## src/rtl/mode_counter.sv

```systemverilog
// Multi-mode up/down counter: one binary index, presented as binary or Gray code,
// with programmable modulus, enable, clamped parallel load and a registered wrap pulse.
module mode_counter #(
    parameter int WIDTH = 3,
    parameter int MAX   = 2**WIDTH - 1
) (
    input  logic             CLOCK,
    input  logic             RESET,
    input  logic             ENABLE,
    input  logic             LOAD,
    input  logic [WIDTH-1:0] D,
    input  logic [1:0]       M,
    output logic [WIDTH-1:0] COUNT,
    output logic             TC
);

    localparam logic [WIDTH-1:0] MAX_IDX = WIDTH'(MAX);
    localparam logic [WIDTH-1:0] ONE     = WIDTH'(1);

    logic [WIDTH-1:0] idx_q, idx_d;
    logic [WIDTH-1:0] count_q, count_d;
    logic             tc_q, tc_d;

    always_comb begin
        // NOTE: every output of this block gets a default first, so no path can infer a latch.
        idx_d = idx_q;
        tc_d  = 1'b0;
        if (LOAD) begin
            // Out-of-range load values clamp to 0 so the index never leaves 0..MAX.
            idx_d = (D <= MAX_IDX) ? D : '0;
        end else if (ENABLE) begin
            if (!M[1]) begin
                if (idx_q == MAX_IDX) begin
                    idx_d = '0;
                    tc_d  = 1'b1;
                end else begin
                    idx_d = idx_q + ONE;
                end
            end else begin
                if (idx_q == '0) begin
                    idx_d = MAX_IDX;
                    tc_d  = 1'b1;
                end else begin
                    idx_d = idx_q - ONE;
                end
            end
        end
        // Encoding follows the mode on this edge, so a mode change re-encodes even when held.
        count_d = M[0] ? (idx_d ^ (idx_d >> 1)) : idx_d;
    end

    always_ff @(posedge CLOCK) begin
        // NOTE: sequential state uses non-blocking assignments so all flops update together.
        if (RESET) begin
            idx_q   <= '0;
            count_q <= '0;
            tc_q    <= 1'b0;
        end else begin
            idx_q   <= idx_d;
            count_q <= count_d;
            tc_q    <= tc_d;
        end
    end

    assign COUNT = count_q;
    assign TC    = tc_q;

endmodule

```

## config.mk

```make
export PLATFORM = sky130hd
export DESIGN_NAME = mode_counter
export DESIGN_NICKNAME = d
export VERILOG_FILES = /design/src/rtl/mode_counter.sv
export SDC_FILE = /design/constraint.sdc
export NUM_CORES = 1
export LEC_CHECK = 0
export ABC_AREA = 1
export CAP_MARGIN = 20
export CORE_AREA = 2 2 39 41
export DETAILED_ROUTE_END_ITERATION = 7
export DIE_AREA = 0 0 41 43
export PLACE_DENSITY = 0.56
export SLEW_MARGIN = 20
export SYNTH_ARGS = -nofsm -noshare
export SYNTH_HDL_FRONTEND = slang
export SYNTH_SLANG_ARGS = --single-unit
```

## constraint.sdc

```tcl
create_clock -name CLOCK -period 4.3 [get_ports CLOCK]
set_input_delay 0.86 -clock CLOCK [delete_from_list [all_inputs] [get_ports CLOCK]]
set_output_delay 0.86 -clock CLOCK [all_outputs]
set_load 0.01 [all_outputs]
```

==> run metrics <==
# setup viols final=0; Critical Path RT=3.44 ns; area of the multi-input gates=264 µm²; # IOs=13; WL/cell=8.95 µm; fin area=just under 600 µm²; die width=41 µm; Worst-Skew Late Latency=between 0.2 and 0.25 ns; Reg area=around 120 µm²; relative slew slack=0.772; period utilization=0.481; P_int=0.000117 W; DR top layer=met4; Least-Margin Pin Slew=~0.33 ns; worst path bufs/invs=1; HP Class=reg -> reg; drt total wl=814 µm; Pwr Density=284 nW/µm²; Final Hold Fails=0; initial drt markers=3; Max Buffers Root-to-Sink=2; Min Hold Slack=0.687 ns; GRT Total Usage=0.110; Post-Syn Nets=74; Die Y=43 µm; antenna violations before repair=0; met2 wire len=393 µm; CP max-delay cell=clkdlybuf4s50_1; die area=1760 µm²; Cell Area, Synth=425 µm²; row cnt=14; RSZ-0062 raised after global routing=no; Core Area=about 1400 µm²; Avg Synthesized Cell Area=approximately 7 µm²; layout overhead on the synthesized area=36.5%; fillcell total=151; via count=around 400; setup TNS=0 ns; yosys warns=0; Pleak=0.284 nW; Max Clk Rate=approximately 480 MHz; Yosys reg bits=6; dpl hpwl=a little under 700 µm; worst clock skew=0.000412 ns; CP Launch Type=register; total clock buffers created by CTS=3; critical-path cell list=clkdlybuf4s50_1; max-cap viol count=0; CTS clk-pin slew, worst paths=0.05 ns; Worst Setup End Kind=output port; Logic pwr share=0.293; total power=0.000165 W; GRT overflow=0; # Post-CTS Setup Buffers=0; final slew viol count=0; TritonCTS clock tree=yes; Root Buffer=clkbuf_4; post_cts resized=0; Port Buf Inserts=12; Critical Path AT=roughly 1.2 ns; outcome=finished, final reports clean; delay-heaviest family, CP=buffers and inverters; placed inst area=about 560 µm²; share of cells above drive strength 1=0.173; Clock Sink Count=6; met3 wire length=~33 µm; pin count of the biggest net entering global routing=7; drt via density=approximately 4.3; synthesized instance count=61; final core utilization=0.420; DRC=0; H-tree Lvls=1; Final GP Congestion=about 0.65; most common cell after layout, fill and taps aside=nand2_1; CP peak stage delay=between 0.5 and 0.6 ns; first-pass GRT wire length=1.28 mm; post-route ant nets=0; CP max FO=5; vias in the first global route=340; most frequent cells in the layout=nand2_1 (15), clkdlybuf4s50_1 (12), inv_1 (8), dfxtp_1 (6), nor2_1 (6); met1 wire length=roughly 370 µm; DR pass1 iterations=2; initial core utilization=0.307; Crit Path Category=reg -> out; Seq/Total Area, Yosys=0.282; clock network fraction of design power=0.322; Hold Buf Count CTS=0; maximum vdd drop=0.150 mV; n_diodes=0; switching share of power=0.291; Net Sw Power=about 0.000048 W; Netlist cell types=15; nets=90; crit path time final=about 2.1 ns; Flop pwr share=0.385
[cells by family (layout without fill, tap and decap cells)]
group                      after synthesis  count (layout)  share of synthesized area
buffers and inverters                   10              24                     0.0971
DFF                                      6               6                      0.282
and+or+nand+nor                         33              33                      0.368
AOI/OAI and AO/OA                        8               8                      0.135
adders and majority gates                4               4                      0.118
[power groups by stage]
stage          clock network (W)  logic (W)  registers [W]
2_1_floorplan                  0  0.0000287      0.0000654
3_3_place_gp                   0  0.0000487      0.0000650
3_5_place_dp                   0  0.0000488      0.0000648
4_1_cts                0.0000535  0.0000491      0.0000637
5_1_grt                0.0000556  0.0000548      0.0000642
6_report               0.0000531  0.0000484      0.0000636
[state kept, by name, indices dropped and copies added, names as in the netlist]
name	cells
COUNT	2
TC	1
idx_q	3
[worst paths after layout]
kind | endpoint | slack (ns) | depth (start not counted) | startpoint
worst max register to register | COUNT[1]$_SDFF_PP0_ | 2.78 | 9 | idx_q[0]$_SDFF_PP0_
worst max-delay path | COUNT[2] | 2.23 | 1 | idx_q[2]$_SDFF_PP0_
worst min-delay path | idx_q[0]$_SDFF_PP0_ | 0.69 | 5 | idx_q[0]$_SDFF_PP0_
worst min register to register | idx_q[0]$_SDFF_PP0_ | 0.69 | 5 | idx_q[0]$_SDFF_PP0_
[per-layer routing]
| metal | vias to the layer above | track usage |
|---|---|---|
| met5 | - | 0 |
| met4 | 0 | 0.0600 |
| met3 | 2 | 0.0157 |
| met2 | 11 | 0.197 |
| met1 | 161 | 0.110 |
| li1 | 221 | - |
[cells in the mapped netlist (all sizes together)]
library cell	instances	area [µm²]
buf	1	7.51
dfxtp	6	120
a2111oi	1	8.76
nand3	6	40.0
nand2	17	68.8
inv	9	33.8
nor2	6	22.5
o21a	1	7.51
a21oi	6	41.3
or2	4	25.0
ha	4	50.1
[cell type report]
class                           count  share of cell area
Tap cell                           16              0.0345
Clock buffer                        3              0.0388
Sequential cell                     6               0.207
Multi-Input combinational cell     45               0.455
Inverter                            9              0.0582
Timing Repair Buffer               12               0.207
[through the flow]
stage                     worst slack (ns)  instances
final                                 2.23         91
after global routing                  2.19         91
after CTS                             2.22         91
after detailed placement              2.12         88
after global placement                2.12         88
after floorplan                       2.73         61
(Power assumes the default switching activity.)
